## src/rtl/fifo_pkg.sv

```systemverilog
// Shared definitions for the 8-entry FIFO and its reader-side master.
// Latency: n/a (types, constants and a helper function only).
// Backpressure: n/a.
package fifo_pkg;

    localparam int FIFO_DEPTH = 8;
    localparam int FIFO_CNT_W = 4;

    // Internal state codes of the FIFO itself; a simultaneous rd_en and
    // wr_en lands it in NO_OP, which is why the master never collides.
    typedef enum logic [2:0] {
        INIT     = 3'b000,
        READ     = 3'b001,
        WRITE    = 3'b010,
        RD_ERROR = 3'b011,
        WR_ERROR = 3'b100,
        NO_OP    = 3'b101
    } fifo_state_t;

    // Reader-master control states.
    typedef enum logic [1:0] {
        IDLE    = 2'd0,
        RUN     = 2'd1,
        BACKOFF = 2'd2
    } mst_state_t;

    // Increment that sticks at all-ones instead of wrapping.
    function automatic logic [7:0] sat_inc8(input logic [7:0] v);
        return (v == 8'hFF) ? v : v + 8'd1;
    endfunction

endpackage

```

## src/rtl/fifo_rd_skid.sv

```systemverilog
// Two-entry in-order holding buffer between the FIFO response and the downstream stream.
// Latency: a pushed word is visible at the head the cycle after the push.
// Backpressure: head held stable until popped; a push while full with no pop is ignored.
//
// Ports: clk, reset_n (async active-low); i_push/i_push_dat write side;
//        i_pop removes the head; o_occ occupancy 0..2; o_head_dat oldest word.
module fifo_rd_skid #(
    parameter int DATA_W = 8
) (
    input  logic              clk,
    input  logic              reset_n,
    input  logic              i_push,
    input  logic [DATA_W-1:0] i_push_dat,
    input  logic              i_pop,
    output logic [1:0]        o_occ,
    output logic [DATA_W-1:0] o_head_dat
);

    logic [DATA_W-1:0] r_ent0;   // head
    logic [DATA_W-1:0] r_ent1;   // second-oldest
    logic [1:0]        r_occ;
    logic              w_pop;

    assign w_pop      = i_pop & (r_occ != 2'd0);
    assign o_occ      = r_occ;
    assign o_head_dat = r_ent0;

    always_ff @(posedge clk or negedge reset_n) begin
        if (!reset_n) begin
            r_ent0 <= '0;
            r_ent1 <= '0;
            r_occ  <= 2'd0;
        end else begin
            case ({i_push, w_pop})
                2'b10: begin
                    if (r_occ == 2'd0) begin
                        r_ent0 <= i_push_dat;
                        r_occ  <= 2'd1;
                    end else if (r_occ == 2'd1) begin
                        r_ent1 <= i_push_dat;
                        r_occ  <= 2'd2;
                    end
                end
                2'b01: begin
                    r_ent0 <= r_ent1;
                    r_occ  <= r_occ - 2'd1;
                end
                2'b11: begin
                    // Occupancy unchanged; the new word goes behind whatever remains.
                    if (r_occ == 2'd1) begin
                        r_ent0 <= i_push_dat;
                    end else begin
                        r_ent0 <= r_ent1;
                        r_ent1 <= i_push_dat;
                    end
                end
                default: ;
            endcase
        end
    end

endmodule

```

## src/rtl/fifo_rd_master.sv

```systemverilog
// Reader-side master: issues FIFO reads and streams the words out on valid/ready.
// Latency: rd_en in cycle N, ack in N+1, m_valid in N+2; up to one word per cycle.
// Backpressure: reads stop once held words plus the read in flight fill the 2-entry skid.
//
// Ports: clk, reset_n (async active-low); enable; FIFO side fifo_count,
//        fifo_wr_en, fifo_rd_ack, fifo_rd_err, fifo_dout, fifo_rd_en;
//        stream m_valid/m_data/m_ready; status err_count, proto_err, busy.
module fifo_rd_master
    import fifo_pkg::*;
#(
    parameter int DATA_W      = 8,
    parameter int SKID_DEPTH  = 2,
    parameter int BACKOFF_CYC = 4
) (
    input  logic                  clk,
    input  logic                  reset_n,
    input  logic                  enable,
    input  logic [FIFO_CNT_W-1:0] fifo_count,
    input  logic                  fifo_wr_en,
    input  logic                  fifo_rd_ack,
    input  logic                  fifo_rd_err,
    input  logic [DATA_W-1:0]     fifo_dout,
    output logic                  fifo_rd_en,
    output logic                  m_valid,
    output logic [DATA_W-1:0]     m_data,
    input  logic                  m_ready,
    output logic [7:0]            err_count,
    output logic                  proto_err,
    output logic                  busy
);

    mst_state_t r_state;
    mst_state_t w_state_nxt;
    logic       r_inflight;
    logic [3:0] r_bo_cnt;
    logic [3:0] w_bo_cnt_nxt;
    logic [7:0] r_err_count;
    logic       r_proto_err;

    logic       w_rd_en;
    logic [1:0] w_occ;
    logic [1:0] w_occ_eff;
    logic       w_pop;
    logic       w_cnt_ok;
    logic       w_room_ok;
    logic       w_skid_full;

    logic       w_resp_ack;
    logic       w_resp_err;
    logic       w_missing;
    logic       w_unsol;
    logic       w_both;
    logic       w_overflow;
    logic       w_push;
    logic       w_proto_evt;

    // ------------------------------------------------------------------
    // Response classification; a response is only legitimate in the
    // cycle after we issued a read.
    // ------------------------------------------------------------------
    assign w_resp_ack  = r_inflight & fifo_rd_ack & ~fifo_rd_err;
    assign w_resp_err  = r_inflight & fifo_rd_err;   // ack+err counts as err
    assign w_missing   = r_inflight & ~fifo_rd_ack & ~fifo_rd_err;
    assign w_unsol     = ~r_inflight & (fifo_rd_ack | fifo_rd_err);
    assign w_both      = r_inflight & fifo_rd_ack & fifo_rd_err;

    assign w_pop       = m_valid & m_ready;
    assign w_skid_full = (w_occ == 2'(SKID_DEPTH));
    assign w_overflow  = w_resp_ack & w_skid_full & ~w_pop;
    assign w_push      = w_resp_ack & ~w_overflow;
    assign w_proto_evt = w_missing | w_unsol | w_both | w_overflow;

    // ------------------------------------------------------------------
    // Issue rule. fifo_count still includes the word of a read whose ack
    // is on the wire now, so one in-flight read must be subtracted. A word
    // leaving the skid this cycle frees its slot for the new read.
    // ------------------------------------------------------------------
    assign w_cnt_ok  = (fifo_count > {{(FIFO_CNT_W-1){1'b0}}, r_inflight});
    assign w_occ_eff = w_occ - {1'b0, w_pop};
    assign w_room_ok = (({1'b0, w_occ_eff} + {2'b00, r_inflight}) < 3'(SKID_DEPTH));

    always_comb begin
        w_state_nxt  = r_state;
        w_bo_cnt_nxt = r_bo_cnt;
        w_rd_en      = 1'b0;
        case (r_state)
            IDLE: begin
                if (enable) w_state_nxt = RUN;
            end
            RUN: begin
                w_rd_en = enable & ~fifo_wr_en & w_cnt_ok & w_room_ok;
                if (w_resp_err) begin
                    w_state_nxt  = BACKOFF;
                    w_bo_cnt_nxt = BACKOFF_CYC[3:0];
                end else if (!enable && !r_inflight) begin
                    w_state_nxt = IDLE;
                end
            end
            BACKOFF: begin
                // Stays here for exactly BACKOFF_CYC cycles.
                w_bo_cnt_nxt = r_bo_cnt - 4'd1;
                if (r_bo_cnt <= 4'd1) begin
                    w_bo_cnt_nxt = 4'd0;
                    w_state_nxt  = enable ? RUN : IDLE;
                end
            end
            default: begin
                w_state_nxt  = IDLE;
                w_bo_cnt_nxt = 4'd0;
            end
        endcase
    end

    always_ff @(posedge clk or negedge reset_n) begin
        if (!reset_n) begin
            r_state     <= IDLE;
            r_bo_cnt    <= 4'd0;
            r_inflight  <= 1'b0;
            r_err_count <= 8'd0;
            r_proto_err <= 1'b0;
        end else begin
            r_state    <= w_state_nxt;
            r_bo_cnt   <= w_bo_cnt_nxt;
            r_inflight <= w_rd_en;
            if (w_resp_err)  r_err_count <= sat_inc8(r_err_count);
            if (w_proto_evt) r_proto_err <= 1'b1;
        end
    end

    fifo_rd_skid #(
        .DATA_W (DATA_W)
    ) u_skid (
        .clk        (clk),
        .reset_n    (reset_n),
        .i_push     (w_push),
        .i_push_dat (fifo_dout),
        .i_pop      (w_pop),
        .o_occ      (w_occ),
        .o_head_dat (m_data)
    );

    assign fifo_rd_en = w_rd_en;
    assign m_valid    = (w_occ != 2'd0);
    assign busy       = r_inflight | m_valid;
    assign err_count  = r_err_count;
    assign proto_err  = r_proto_err;

endmodule

```

## config.mk

```make
export PLATFORM = sky130hd
export DESIGN_NAME = fifo_rd_master
export DESIGN_NICKNAME = d
export VERILOG_FILES = /design/src/rtl/fifo_pkg.sv /design/src/rtl/fifo_rd_skid.sv /design/src/rtl/fifo_rd_master.sv
export SDC_FILE = /design/constraint.sdc
export NUM_CORES = 1
export LEC_CHECK = 0
export ABC_AREA = 1
export CELL_PAD_IN_SITES_DETAIL_PLACEMENT = 0
export CELL_PAD_IN_SITES_GLOBAL_PLACEMENT = 1
export CORE_MARGIN = 3
export CORE_UTILIZATION = 38
export DETAILED_ROUTE_END_ITERATION = 7
export PLACE_DENSITY_LB_ADDON = 0.05
export SETUP_SLACK_MARGIN = 0.05
export SLEW_MARGIN = 15
export SYNTH_ARGS = -nofsm -noshare
export SYNTH_HDL_FRONTEND = slang
export SYNTH_SLANG_ARGS = --single-unit
```

## constraint.sdc

```tcl
create_clock -name clk -period 2.7 [get_ports clk]
set_input_delay 0.675 -clock clk [delete_from_list [all_inputs] [get_ports clk]]
set_output_delay 0.675 -clock clk [all_outputs]
set_load 0.05 [all_outputs]
```

# [Yosys cells after proc, flatten, opt, wreduce, memory -nomap -nowiden]
# Index checks and enable logic that the tools add are counted.
[classes] add_sub_neg=5 n_lt_le_gt_ge=3 n_eq_ne=16 mux=19 bitwise=28 n_reduce_logical=15
[op_table] cell="two-way mux 8 bit" n=4
[op_table] cell="one-hot mux 8 bit (3 select lines)" n=1
[op_table] cell="one-hot mux 8 bit (2 select lines)" n=1
[op_table] cell="AND 1 bit" n=15
[op_table] cell="two-way mux 2 bit" n=6
[op_table] cell="one-hot mux 4 bit (3 select lines)" n=1
[op_table] cell="!= test 2 bit, second input constant" n=5
[op_table] cell="adder 8 x 1 -> 8 bit, second input constant" n=1
[op_table] cell="equality test 2 bit, second input constant" n=4
[op_table] cell="equality test 8 bit, second input constant" n=1
[op_table] cell="two-way mux 4 bit" n=2
[op_table] cell="inverter 1 bit" n=8
[op_table] cell="AND reduction 2 bit" n=4
[op_table] cell="equality test 2 x 1 -> 1 bit, second input constant" n=3
[op_table] cell="one-hot mux 2 bit (3 select lines)" n=1
[op_table] cell="AND reduction 3 bit" n=2
[op_table] cell="nonzero test 2 bit" n=3
[op_table] cell="OR 1 bit" n=5
[op_table] cell="> comparator 4 x 1 -> 1 bit" n=1
[op_table] cell="less-or-equal comparator 4 x 1 -> 1 bit, second input constant" n=1
[op_table] cell="logical NOT 2 bit" n=2
[op_table] cell="one-hot mux 2 bit (2 select lines)" n=1
[op_table] cell="subtractor 4 x 1 -> 4 bit, second input constant" n=1
[op_table] cell="adder 2 x 1 -> 3 bit" n=1
[op_table] cell="other kinds (10)" n=12
[word_totals] reg_bits=34 input_bits=19

# [Logic depth before layout (Yosys ltp)]
[depth] word_depth=9 ltp_mapped=15

# [Hierarchy]
# A second synthesis with hierarchy kept.
[unflattened] cells_unflattened=330 hier_area_um2=2308.5
[by_module_without_submodules] mod="fifo_rd_skid" n_inst=1 cells_each=178 area_each_um2=1184.9
[by_module_without_submodules] mod="fifo_rd_master" n_inst=1 cells_each=152 area_each_um2=1123.6

# [Least setup slack after synthesis]
# No wires, ideal clock.
[synth_path] path_type="reg2out" startpoint="reg u_skid.r_occ[0] (netlist: u_skid.o_occ[0])" endpoint="out fifo_rd_en" arrival_time_ns=2.645 required_time_ns=2.025 setup_slack_ns=-0.620 stages_incl_launch_ff=11 n_path_buf=1 path_cell_list="dfrtp_1 -> inv_1 -> ha_1 -> inv_2 -> nand2_2 -> buf_6 -> inv_4 -> ha_1 -> nand2_1 -> nand3_1 -> nor3_1"
[synth_between] elab_chain_cells=7
[synth_rtl] item="from (decl)" line_no="fifo_rd_skid.sv:21" rtl="logic [1:0] r_occ;"
[synth_rtl] item="from (signal assigned)" line_no="fifo_rd_skid.sv:46" rtl="r_occ <= r_occ - 2'd1;"
[synth_rtl] item="nonzero test 2 bit" line_no="fifo_rd_master.sv:143" rtl="assign m_valid = (w_occ != 2'd0);"
[synth_rtl] item="net m_valid" line_no="fifo_rd_master.sv:24" rtl="output logic m_valid,"
[synth_rtl] item="AND 1 bit" line_no="fifo_rd_master.sv:67" rtl="assign w_pop = m_valid & m_ready;"
[synth_rtl] item="subtractor 2 x 1 -> 2 bit" line_no="fifo_rd_master.sv:79" rtl="assign w_occ_eff = w_occ - {1'b0, w_pop};"
[synth_rtl] item="adder 2 x 1 -> 3 bit" line_no="fifo_rd_master.sv:80" rtl="assign w_room_ok = (({1'b0, w_occ_eff} + {2'b00, r_inflight}) < 3'(SKID_DEPTH));"
[synth_rtl] item="< comparator 3 x 2 -> 1 bit" line_no="fifo_rd_master.sv:80"
[synth_rtl] item="AND 1 bit" line_no="fifo_rd_master.sv:91" rtl="w_rd_en = enable & ~fifo_wr_en & w_cnt_ok & w_room_ok;"
[synth_rtl] item="two-way mux 1 bit" line_no="fifo_rd_master.sv:86" rtl="case (r_state)"
[synth_rtl] item="to (decl)" line_no="fifo_rd_master.sv:23" rtl="output logic fifo_rd_en,"
# The timed path passes the listed nets, and every way through them passes these cells.

# [Worst setup path in the final report]
[layout_path] startpoint="reg u_skid.r_occ[1] (netlist: u_skid.o_occ[1])" endpoint="out fifo_rd_en"
[layout_between] elab_chain_cells=7
[layout_rtl] item="nonzero test 2 bit" line_no="fifo_rd_master.sv:143"
[layout_rtl] item="AND 1 bit" line_no="fifo_rd_master.sv:67"
[layout_rtl] item="subtractor 2 x 1 -> 2 bit *" line_no="fifo_rd_master.sv:79"
[layout_rtl] item="adder 2 x 1 -> 3 bit *" line_no="fifo_rd_master.sv:80"
[layout_rtl] item="< comparator 3 x 2 -> 1 bit *" line_no="fifo_rd_master.sv:80"
[layout_rtl] item="AND 1 bit *" line_no="fifo_rd_master.sv:91"
[layout_rtl] item="two-way mux 1 bit *" line_no="fifo_rd_master.sv:86"
# Mark *: on every way between the ends. The rest lies on a longest branch, timed or not.

==> results.md <==
* Hold slack final at 0.499 ns
* Detailed Place HPWL at 3990 microns
* Area share of the leading cell type in the synthesized netlist at 36.2%
* Worst slew margin at 66.1%
* Result of the run: complete, no violations
* R2r endpoint: u_skid.o_head_dat[6]
* Total DRC errors in the routed layout at 0
* Total congestion overflow after global routing at 0
* Clock buffer count from CTS at 5
* Post-layout utilization of the core at 51.7%
* Initial Utilization at 39.5%
* Total number of H-tree levels at 2
* Worst endpoint data arrival time at approximately 1.9 ns
* Global Route met2 Usage at 27.9%
* Area of the core at 5960 sq um
* Drt first-iter violations at 78
* Syn Area/Cell at 6.85 sq um
* Post-synthesis cell type with the largest combined area: sky130_fd_sc_hd__dfrtp_1
* Worst setup SP type: register
* Final GP Congestion at 0.811
* R2R depth at 14
* Reported leakage power at 1.58 nW
* Most frequent cell after synthesis: sky130_fd_sc_hd__nand2_1
* Area growth from synthesis to final layout at 31.0%
* Commonest cells in the netlist: sky130_fd_sc_hd__nand2_1 (125), sky130_fd_sc_hd__inv_1 (48), sky130_fd_sc_hd__dfrtp_1 (34)
* Sequential cell area fraction in the yosys report at 36.2%
* Number of enable flip-flop cells after synthesis at 0
* Post-route clock period utilization at a little over nine tenths
* Total Wirelength at 5570 microns
* Required arrival time at the worst endpoint at 2.03 ns
* Min Tclk post-route at approximately 2.5 ns
* Most heavily used metal layer in global routing: met2
* Worst R2R Setup Slack at ~0.57 ns
* Endpoint type of the worst setup path: primary output
* Post-synthesis instance area at between 2000 and 2500 sq um
* Die span in x at 84.6 microns
* RSZ-0062 raised after global routing: false
* Clock tree from TritonCTS: yes
* Total of buffers placed on input and output ports at 38
* Cells after DPL at ~460
* Global-route usage over all layers at 16.5%
* Setup WS pre-CTS at -0.0486 ns
* Number of detailed-routing iterations run before antenna repair at 4
* Cell depth of the worst hold path at 1
* Launch point of the worst reg-to-reg path: u_skid.o_occ[1]
* Syn. warnings at 0
* Most used flip-flop cell after synthesis: sky130_fd_sc_hd__dfrtp_1
* Standard-cell rows at 28
* Fraction of layout cells with a size suffix above 1 at 11.2%
* CTS Buffer Depth at 2
* Fin. Hold Viols at 0
* Global-route wire length before repair at around 9500 microns
* Vias in the first global route at 2,107
* Highest Clock Rate at 393 MHz
* Die footprint at 7160 sq um
* Average via count per standard cell at 4.71
* Number of standard cells after synthesis at 343
* Number of clock sinks at 34
* Pwr per Cell Area at slightly below 1000 nW/um^2
* Total inserted antenna cells at 0
* Net count of the mapped netlist at 377
* Count of nets left with antenna violations after detail routing at 0
* Worst hold-check path type: register to register
* Distinct cell type count after synthesis at 28
* Max-slew violation total from the final report at 0
* Die Span Y at roughly 85 microns
* I/O pin total at 39
* Maximum vdd drop at 503 uV
* Non-filler cells in the finished layout at approximately 470
* Max Cap Viol at 0
* Seq cells post-synth at 34
* Insertion delay of the later-clocked pin in the worst-skew pair at 0.29 ns
* Post-layout power at between 3 and 4 mW
* Nets at 427
* Startpoint of the lowest-slack hold path: proto_err
* Top post-synthesis cells by area: sky130_fd_sc_hd__dfrtp_1 (36%), sky130_fd_sc_hd__nand2_1 (20%), sky130_fd_sc_hd__ha_1 (8.0%), sky130_fd_sc_hd__inv_1 (7.7%), sky130_fd_sc_hd__nand3_1 (5.3%)
* Post-route clock skew at between 0.004 and 0.005 ns
* Capture endpoint of the worst hold path: proto_err
* Number of vias in the routed layout at about 2,200
* Pin count of the biggest net entering global routing at 35
* Worst setup path class: register to primary output
* Clk slew on worst S/H paths at 0.07 ns
* Initial antenna violation count at 0
* Average detailed-routed wire length per instance at 11.9 microns
* Clock root buffer: sky130_fd_sc_hd__clkbuf_8
* Met1 routing resource usage after global routing at 21.0%
* Global Route met3 Usage at 3.04%
* # hold bufs at CTS at 0
* TNS Setup at 0 ns
* Async SR Flop Fraction at 100%
* Setup violation total in the final timing report at 0
* Post-route worst setup slack at around 0.16 ns
* Largest fanout on the critical path at 4
* Area post-placement at 2850 sq um
* Post-route cell area at 3080 sq um
* Worst-Margin Slew at 0.507 ns
## cells by family after synthesis
family / Yosys count / share of synthesized area, %
AND/OR/NAND/NOR: 194 / 34.9
buffers and inverters: 60 / 11.2
AO/OA/AOI/OAI: 36 / 8.15
flip-flops: 34 / 36.2
adder cells (fa/ha/maj): 15 / 7.99
XOR/XNOR: 4 / 1.49
## timing repair
action | in CTS | in global routing
setup buffers | 0 | 5
pin swaps | 6 | 3
setup endpoints to repair | 1 | 1
gates resized for setup | 10 | 1
hold endpoints to repair | 0 | 0
## registers in the layout, summed over array words and instances (netlist names)
signal,count
r_state,2
err_count,8
proto_err,1
u_skid.o_occ,2
u_skid.r_ent1,8
u_skid.o_head_dat,8
r_bo_cnt,4
r_inflight,1
## worst max-delay path by stage
stage,cells after the start,slack [ns],endpoint,startpoint
CTS,8,0.05,fifo_rd_en,m_ready
global route,9,0.04,fifo_rd_en,u_skid.o_occ[1]
global placement,6,-0.04,fifo_rd_en,fifo_count[0]
floorplan,9,0.05,fifo_rd_en,u_skid.o_occ[0]
finish,9,0.16,fifo_rd_en,u_skid.o_occ[1]
detailed placement,6,-0.05,fifo_rd_en,fifo_count[0]
## critical path, cell delays in order, from the launching register on
cell                      delay, ns
sky130_fd_sc_hd__dfrtp_1       0.41
sky130_fd_sc_hd__inv_2         0.10
sky130_fd_sc_hd__ha_4          0.17
sky130_fd_sc_hd__inv_2         0.06
sky130_fd_sc_hd__nand2_2       0.09
sky130_fd_sc_hd__inv_4         0.05
sky130_fd_sc_hd__ha_4          0.26
sky130_fd_sc_hd__o22ai_4       0.06
sky130_fd_sc_hd__nor3_4        0.22
sky130_fd_sc_hd__buf_12        0.17
## report_power, final
| group | internal (mW) | switching [mW] | total, mW |
|---|---|---|---|
| Sequential | 0.680 | 0.118 | 0.799 |
| Combinational | 0.617 | 1.03 | 1.65 |
| Clock | 0.394 | 0.196 | 0.590 |
## layout by cell type, fill, tap and decap left out, types with 3 or more instances in the layout
master | synthesis | routed
sky130_fd_sc_hd__nand2_1 | 125 | 124
sky130_fd_sc_hd__inv_1 | 48 | 46
sky130_fd_sc_hd__clkdlybuf4s50_1 | 0 | 35
sky130_fd_sc_hd__dfrtp_1 | 34 | 34
sky130_fd_sc_hd__nor2_1 | 28 | 28
sky130_fd_sc_hd__nand3_1 | 25 | 24
sky130_fd_sc_hd__a21oi_1 | 14 | 14
sky130_fd_sc_hd__ha_1 | 15 | 13
sky130_fd_sc_hd__buf_4 | 0 | 12
sky130_fd_sc_hd__o21ai_0 | 8 | 8
sky130_fd_sc_hd__o21ai_1 | 7 | 7
sky130_fd_sc_hd__clkbuf_8 | 0 | 6
sky130_fd_sc_hd__inv_2 | 3 | 5
sky130_fd_sc_hd__nand2_2 | 3 | 4
sky130_fd_sc_hd__o22ai_1 | 5 | 4
sky130_fd_sc_hd__nand3_2 | 2 | 3
sky130_fd_sc_hd__nand4_1 | 3 | 3
sky130_fd_sc_hd__xnor2_1 | 3 | 3
## area by class of cell
class                   count  area (sq um)
inverters                  52           198
well taps                  75          93.8
multi-input cells         249          1290
clock inverters             2          60.1
fillers                   633          2880
flip-flops and latches     34           851
clock buffers               6          82.6
repair buffers             51           502
## layer usage
layer,vias up,share of wire [%]
met1,1002,45
met3,8,2.9
met2,39,50
met4,0,1.6
li1,1161,-
met5,-,0
Power figures use the tool's default switching activity.
